**src/rtl/hamming74_codec_unit.sv**
```systemverilog
// Hamming(7,4) codec: registered encoder, registered single-error-correcting
// decoder with error counter, and a free-running 3-bit wrap counter.
module hamming74_codec_unit (
   input  logic       clk,
   input  logic       rst_n,
   input  logic       enc_ena,
   input  logic [3:0] enc_data_in,
   output logic [6:0] enc_code_out,
   output logic       enc_valid_out,
   input  logic       dec_ena,
   input  logic [6:0] dec_in,
   output logic       dec_valid_out,
   output logic [3:0] dec_data_out,
   output logic [2:0] dec_syndrome_out,
   output logic [2:0] dec_err_count_out,
   input  logic       cnt_ena,
   output logic [2:0] cnt_count,
   output logic       cnt_done
);

   logic [6:0] enc_code_nxt;
   logic [2:0] syndrome;
   logic [6:0] flip_mask;
   logic [6:0] corrected;

   always_comb begin
      enc_code_nxt = {enc_data_in[3],
                      enc_data_in[2],
                      enc_data_in[1],
                      enc_data_in[1] ^ enc_data_in[2] ^ enc_data_in[3],
                      enc_data_in[0],
                      enc_data_in[0] ^ enc_data_in[2] ^ enc_data_in[3],
                      enc_data_in[0] ^ enc_data_in[1] ^ enc_data_in[3]};
   end

   // Syndrome value is the 1-based position of a single flipped bit.
   always_comb begin
      syndrome[0] = dec_in[0] ^ dec_in[2] ^ dec_in[4] ^ dec_in[6];
      syndrome[1] = dec_in[1] ^ dec_in[2] ^ dec_in[5] ^ dec_in[6];
      syndrome[2] = dec_in[3] ^ dec_in[4] ^ dec_in[5] ^ dec_in[6];
      flip_mask   = '0;
      if (syndrome != 3'd0) begin
         flip_mask = 7'd1 << (syndrome - 3'd1);
      end
      corrected = dec_in ^ flip_mask;
   end

   always_ff @(posedge clk or negedge rst_n) begin
      if (!rst_n) begin
         enc_code_out  <= '0;
         enc_valid_out <= 1'b0;
      end else begin
         enc_valid_out <= enc_ena;
         if (enc_ena) begin
            enc_code_out <= enc_code_nxt;
         end
      end
   end

   always_ff @(posedge clk or negedge rst_n) begin
      if (!rst_n) begin
         dec_valid_out     <= 1'b0;
         dec_data_out      <= '0;
         dec_syndrome_out  <= '0;
         dec_err_count_out <= '0;
      end else begin
         dec_valid_out <= dec_ena;
         if (dec_ena) begin
            dec_data_out     <= {corrected[6], corrected[5], corrected[4], corrected[2]};
            dec_syndrome_out <= syndrome;
            if (syndrome != 3'd0) begin
               dec_err_count_out <= dec_err_count_out + 3'd1;
            end
         end
      end
   end

   always_ff @(posedge clk or negedge rst_n) begin
      if (!rst_n) begin
         cnt_count <= '0;
      end else if (cnt_ena) begin
         cnt_count <= cnt_count + 3'd1;
      end
   end

   assign cnt_done = (cnt_count == 3'd7);

endmodule

```
**config.mk**
```make
export PLATFORM = sky130hd
export DESIGN_NAME = hamming74_codec_unit
export DESIGN_NICKNAME = d
export VERILOG_FILES = /design/src/rtl/hamming74_codec_unit.sv
export SDC_FILE = /design/constraint.sdc
export NUM_CORES = 1
export LEC_CHECK = 0
export BUFFER_PORTS_ARGS = -buffer_cell sky130_fd_sc_hd__clkbuf_2
export CAP_MARGIN = 15
export CORE_ASPECT_RATIO = 0.75
export CORE_MARGIN = 2
export CORE_UTILIZATION = 30
export DETAILED_ROUTE_END_ITERATION = 6
export MAX_ROUTING_LAYER = met4
export PLACE_DENSITY = 0.52
export SYNTH_ARGS = -nofsm -noshare
export SYNTH_HDL_FRONTEND = slang
export SYNTH_SLANG_ARGS = --single-unit
```
**constraint.sdc**
```tcl
create_clock -name clk -period 1.75 [get_ports clk]
set_clock_uncertainty 0.2 [all_clocks]
set_input_delay 0.175 -clock clk [delete_from_list [all_inputs] [get_ports clk]]
set_output_delay 0.175 -clock clk [all_outputs]
set_load 0.1 [all_outputs]
```
==> impl_metrics.json, run 1 <==
{
  "cp.arrival_ns": 1.76,
  "vdd_drop_max_uv": 1260,
  "drtIter0Drc": 31,
  "min_path_cells": 2,
  "drive_above_1_share_pct": 55.9,
  "clk_pin_slew_ns": 0.08,
  "finalWeightedCongestion": 0.746,
  "hold_slack_ns": 0.0110,
  "min_period_ns": 1.78,
  "clock_sinks": 22,
  "cts_made_buffers": 3,
  "leakagePower_nw": 0.815,
  "start_util_pct": 31.6,
  "violations": "setup timing",
  "synth_cells": 103,
  "outcome": "complete, but fails checks",
  "cts_max_level": 1,
  "io_pins": 39,
  "whs_endpoint": "enc_code_out[2]",
  "hp-class": "in -> reg",
  "via_count": 937,
  "fin_nets": 183,
  "multiInputGateArea_um2": 708,
  "ant_nets": 0,
  "ys_ff_latch": 22,
  "tightest_slew_ns": 0.550,
  "clock_latency_ns": 0.26,
  "avgSynthCellArea_um2": 11.3,
  "final_cell_mix": "clkbuf_2, buf_4, dfrtp_1",
  "timing_hold_violations_final": 0,
  "cts_tree": "built",
  "relSlewSlack_pct": 63.5,
  "cp_max_fo": 7,
  "min-delay-start": "enc_data_in[0]",
  "cp-end-kind": "flip-flop",
  "die_h_um": 58.0,
  "startpoint_type": "input port",
  "overflow": 0,
  "seqCellArea_um2": 557,
  "r2r_cells": 3,
  "track_usage_pct": 13.1,
  "synth_top_area_cell": "dfrtp_1",
  "dr.pass1.iters": 4,
  "setup_slack_ns": -0.0271,
  "grt_max_degree": 23,
  "antenna_found_initial": 0,
  "drc_errors": 0,
  "fin_crit_sh_pct": 102,
  "cp.required_ns": 1.73,
  "crit_type": "in -> reg",
  "drt_wl_total_mm": 2.50,
  "p_per_area_nw_per_um2": 1630,
  "synth_warnings": 0,
  "row_count": 19,
  "synth_cell_types": 24,
  "fp.dieW_um": 76.0,
  "final_util_pct": 49.2,
  "nFillCells": 345,
  "grt_pass1_wl_mm": 4.43,
  "synth_seq_area_share_pct": 47.2,
  "final_common_cell": "clkbuf_2",
  "via_per_inst": 4.40,
  "core_um2": 3680,
  "area_growth_pct": 55.4,
  "reg2reg_slack_ns": 0.31,
  "dp_hpwl_mm": 1.91,
  "rsz0062_at_grt": "true",
  "antenna_cells": 0,
  "synthDominantCellAreaShare_pct": 47.2,
  "synth.area.top_cells": "dfrtp_1, mux2_2, xnor2_1",
  "die_area_um2": 4410,
  "cts-root-buf": "clkbuf_8",
  "grt_pass1_vias": 946,
  "r2r-end": "cnt_count[2]",
  "reg2reg_from": "cnt_count[0]",
  "syn_nets": 124,
  "syn-cell-area_um2": 1170,
  "final-max-slew-violation-count": 0,
  "cap_violations": 0,
  "setup_violations": 1,
  "clock_path_buffers": 2,
  "fmax_mhz": 563,
  "wl_per_cell_um": 11.7,
  "portBuffers": 38
}
==> cell usage after synthesis <==
library cell / number
a21oi_1: 3
a31oi_1: 3
and2_2: 1
buf_2: 1
buf_6: 1
clkbuf_1: 4
dfrtp_1: 22
ha_1: 5
inv_1: 4
mux2_2: 10
nand2_1: 6
nand3_1: 4
nand3b_1: 2
nand4b_1: 1
nor2_1: 6
nor2b_1: 1
nor3b_1: 1
o211ai_1: 4
o21ai_0: 3
o221a_2: 1
or4_1: 3
xnor2_1: 11
xnor2_2: 3
xor2_1: 3
==> what timing repair did <==
item                                    in CTS  in global routing
pin swaps                                    4                  3
endpoints found under the setup margin       4                  4
hold buffers                                 4                  0
buffers inserted                             0                  4
resized for setup                            7                 23
endpoints found under the hold margin       25                  0
==> critical path, stage by stage <==
cell and delay, ns:
buf_12 0.12, xnor2_4 0.15, xnor2_2 0.14, and2_4 0.17
ha_4 0.29, nand3b_1 0.07, or4_1 0.53, o211ai_1 0.10
==> cells by family (layout without fill, tap and decap cells) <==
kind of cell | Yosys count | in the layout | share of synthesized area, %
AO/OA/AOI/OAI | 14 | 14 | 7.72
XOR/XNOR | 17 | 17 | 14.7
adder cells (fa/ha/maj) | 5 | 5 | 5.36
buffers and inverters | 10 | 68 | 3.97
flip-flops | 22 | 22 | 47.2
multiplexers | 10 | 10 | 9.66
AND/OR/NAND/NOR | 25 | 25 | 11.4
==> metrics by stage <==
stage	cell area [um2]	setup slack (ns)	TNS [ns]	total power, mW	instances
floorplan	1260	-0.196	-0.590	2.22	103
finish	1810	-0.0271	-0.0271	2.96	213
global placement	1580	-0.329	-1.71	2.53	201
CTS	1710	-0.0242	-0.0242	2.94	209
global route	1810	-0.0868	-0.153	3.13	213
detailed placement	1580	-0.351	-1.80	2.55	201
==> layout make-up <==
type	count	share of cell area, %
Clock buffer	4	3.04
Sequential cell	22	30.7
Multi-Input combinational cell	71	39.1
Tap cell	52	3.59
Inverter	4	0.829
Timing Repair Buffer	60	22.7
==> flip-flops by register name, indices dropped and copies added (netlist names) <==
name,count
dec_err_count_out,3
dec_data_out,4
cnt_count,3
enc_code_out,7
dec_syndrome_out,3
dec_valid_out,1
enc_valid_out,1
==> where the power goes <==
part	leakage [nW]	total [mW]	internal (mW)	switching, mW
Sequential	0.250	0.754	0.659	0.0944
Clock	0.0288	0.354	0.200	0.153
Combinational	0.537	1.85	0.452	1.40
Total	0.815	2.96	1.31	1.65
==> per-layer routing <==
layer	global-route usage, %	wire [um]	up-vias
li1	-	-	476
met5	-	0	-
met2	21.2	1210	23
met1	16.5	1170	433
met3	3.43	101	5
met4	3.90	25	0
==> worst max path at each step <==
| stage | slack, ns | cells past startpoint | endpoint | startpoint |
|---|---|---|---|---|
| final | -0.03 | 8 | dec_data_out[0] | dec_in[6] |
| after global routing | -0.09 | 8 | dec_data_out[0] | dec_in[2] |
| after CTS | -0.02 | 9 | dec_data_out[3] | dec_in[2] |
| after detailed placement | -0.35 | 8 | dec_data_out[3] | dec_in[6] |
| after global placement | -0.33 | 9 | dec_data_out[1] | dec_in[6] |
| after floorplan | -0.20 | 9 | dec_data_out[3] | dec_in[4] |
(Power assumes the default switching activity.)
==> run 2: changes to the inputs <==
--- a/config.mk
+++ b/config.mk
@@ -5,6 +5,7 @@
 export SDC_FILE = /design/constraint.sdc
 export NUM_CORES = 1
 export LEC_CHECK = 0
+export ABC_AREA = 1
 export BUFFER_PORTS_ARGS = -buffer_cell sky130_fd_sc_hd__clkbuf_2
 export CAP_MARGIN = 15
 export CORE_ASPECT_RATIO = 0.75
==> run 2 against run 1 <==
Effect of this change: the run now ends clean; critical path depth fell by 5; die area rose by 2.6%; via count rose by 18%; clock power barely moved; maximum frequency rose by 7.5%; largest cell class unchanged; clock-buffer cell count did not move; wire length rose by 12%; global-route usage rose by 0.81 points; register-to-register slack barely moved; critical endpoint is now cnt_done.
==> impl_metrics.json, run 2 <==
{
  "avgSynthCellArea_um2": 8.44,
  "cp.arrival_ns": 1.28,
  "maxUsedRoutingLayer": "met4",
  "portBuffers": 38,
  "yosysMostFrequentCell": "nand2_1",
  "largest_reg_flops": 7,
  "crit_type": "reg -> out",
  "setup_slack_ns": 0.0969,
  "drt_wl_total_mm": 2.81,
  "fp.dieW_um": 77.0,
  "synth-main-ff-cell": "dfrtp_1",
  "drive_above_1_share_pct": 43.9,
  "rsz0062_at_grt": "false",
  "finalWeightedCongestion": 0.791,
  "power_frac_seq_pct": 27.9,
  "synthTopCellsByCount": "nand2_1, dfrtp_1, inv_1, nand2_2, nor2_1",
  "cpMaxStageDelayCell": "dfrtp_2",
  "cp-end-kind": "output port",
  "io_pins": 39,
  "drc_errors": 0,
  "vdd_drop_max_uv": 1300,
  "ys_ff_latch": 22,
  "cts_made_buffers": 3,
  "synth_cells": 142,
  "drtIter0Drc": 54,
  "p_int_mw": 1.15,
  "synth_cell_types": 20,
  "cts_max_level": 1,
  "antenna_cells": 0,
  "syn-cell-area_um2": 1200,
  "fmax_mhz": 605,
  "clock_path_buffers": 2,
  "power_switching_mw": 1.44,
  "cp_max_fo": 3,
  "synth_edf_count": 0,
  "synth_warnings": 0,
  "wl_per_cell_um": 10.9,
  "min_path_cells": 3,
  "met3WireLength_um": 101,
  "leakagePower_nw": 0.926,
  "final-max-slew-violation-count": 0,
  "via_per_inst": 4.30,
  "fin_nets": 227,
  "die_h_um": 58.7,
  "synth_seq_area_share_pct": 45.9,
  "hp-class": "in -> reg",
  "relSlewSlack_pct": 64.0,
  "tightest_slew_ns": 0.541,
  "track_usage_pct": 13.9,
  "combPwrFrac_pct": 58.5,
  "dp_hpwl_mm": 2.21,
  "synth.area.top_cells": "dfrtp_1, nand2_1, ha_1",
  "synth_top_area_cell": "dfrtp_1",
  "swShare_pct": 55.5,
  "clock_latency_ns": 0.26,
  "p_per_area_nw_per_um2": 1490,
  "cts_tree": "built",
  "startpoint_type": "flip-flop",
  "core_um2": 3760,
  "row_count": 19,
  "reg_top3": "enc_code_out (7), dec_data_out (4)",
  "grt_pass1_wl_mm": 4.87,
  "critPathMaxStageDelay_ns": 0.43,
  "top_register": "enc_code_out",
  "ant_nets": 0,
  "cap_violations": 0,
  "grt_max_degree": 23,
  "synthDominantCellAreaShare_pct": 45.9,
  "fin_area_um2": 1740,
  "fin_crit_sh_pct": 94.5,
  "cts-root-buf": "clkbuf_8",
  "cts_setup_buffers": 0,
  "clkPwrFrac_pct": 13.6,
  "cp.required_ns": 1.37,
  "reg2reg_slack_ns": 0.31,
  "clk_pin_slew_ns": 0.07,
  "syn_nets": 163,
  "cp_cell_sequence": "ha_1 -> ha_2 -> buf_4",
  "async_flop_share_pct": 100,
  "grt_pass1_vias": 1111,
  "min_period_ns": 1.65,
  "design_power_total_mw": 2.60,
  "start_util_pct": 31.9,
  "antenna_found_initial": 0,
  "wl_met2_mm": 1.30,
  "via_count": 1105,
  "die_area_um2": 4520,
  "area_growth_pct": 44.9,
  "clock_sinks": 22,
  "overflow": 0,
  "timing_hold_violations_final": 0,
  "r2r_cells": 3,
  "post-place-ws_ns": -0.258,
  "dr.pass1.iters": 4,
  "outcome": "completed",
  "final_common_cell": "nand2_1",
  "place_area_um2": 1570,
  "wl_met1_mm": 1.37,
  "setup_violations": 0,
  "final_cell_mix": "nand2_1, clkbuf_2, dfrtp_1"
}
## run 2: metal layers
layer | GRT usage (%) | up-vias
met4 | 4.59 | 0
met2 | 21.4 | 17
met3 | 2.91 | 6
met1 | 18.5 | 508
met5 | - | -
li1 | - | 574
## run 2: critical path, delay by kind of cell (launching register included)
| family | cells | cell delay [ns] |
|---|---|---|
| DFF | 1 | 0.43 |
| adders and majority gates | 2 | 0.36 |
| buffers and inverters | 1 | 0.22 |
## run 2: path summary, 6_finish.rpt
kind                            startpoint              endpoint
setup / recovery              cnt_count[0]              cnt_done
hold / removal              enc_data_in[3]       enc_code_out[6]
setup reg to reg              cnt_count[0]          cnt_count[2]
hold reg to reg            enc_code_out[6]       enc_code_out[6]
max in group asynchronous            rst_n  dec_err_count_out[0]
min in group asynchronous            rst_n       enc_code_out[4]
## run 2: repair_timing
| action | 4_1_cts | 5_1_grt |
|---|---|---|
| hold buffers | 7 | 0 |
| cloned | 0 | 0 |
| gates resized for setup | 1 | 7 |
| endpoints found under the hold margin | 28 | 0 |
| endpoints found under the setup margin | 1 | 3 |
| pin swaps | 0 | 2 |
## run 2: logic make-up (layout without fill, tap and decap cells)
family	Yosys count	in the layout	synth area share, %
DFF	22	22	45.9
xor gates and xnor gates	8	8	5.85
and+or+nand+nor	83	83	31.7
buffers and inverters	14	77	4.38
muxes	3	3	2.82
AOI/OAI and AO/OA	7	7	4.07
adders and majority gates	5	5	5.22
## run 2: power groups by stage
stage | registers [mW] | logic [mW] | clock network, mW
floorplan | 1.56 | 0.363 | 0
global placement | 0.728 | 1.46 | 0
detailed placement | 0.736 | 1.48 | 0
CTS | 0.726 | 1.50 | 0.367
global route | 0.740 | 1.61 | 0.400
finish | 0.725 | 1.52 | 0.352
## run 2: metrics by stage
step                      instances  util [%]  setup TNS [ns]  hold WS (ns)
after global placement          246      41.9          -0.448       -0.0174
after CTS                       257      45.3               0       0.00650
final                           257      46.2               0       0.00692
after detailed placement        246      41.9          -0.734       -0.0117
after global routing            257      46.2               0        0.0305
after floorplan                 142         -         -0.0423        -0.321
## run 2: cell type report
| cell class | instances | area [um2] |
|---|---|---|
| inverter | 13 | 48.8 |
| fill | 386 | 2020 |
| tap | 52 | 65.1 |
| timing repair buffer | 60 | 375 |
| clock buffer | 4 | 55.1 |
| multi-input combinational | 106 | 636 |
| sequential | 22 | 557 |
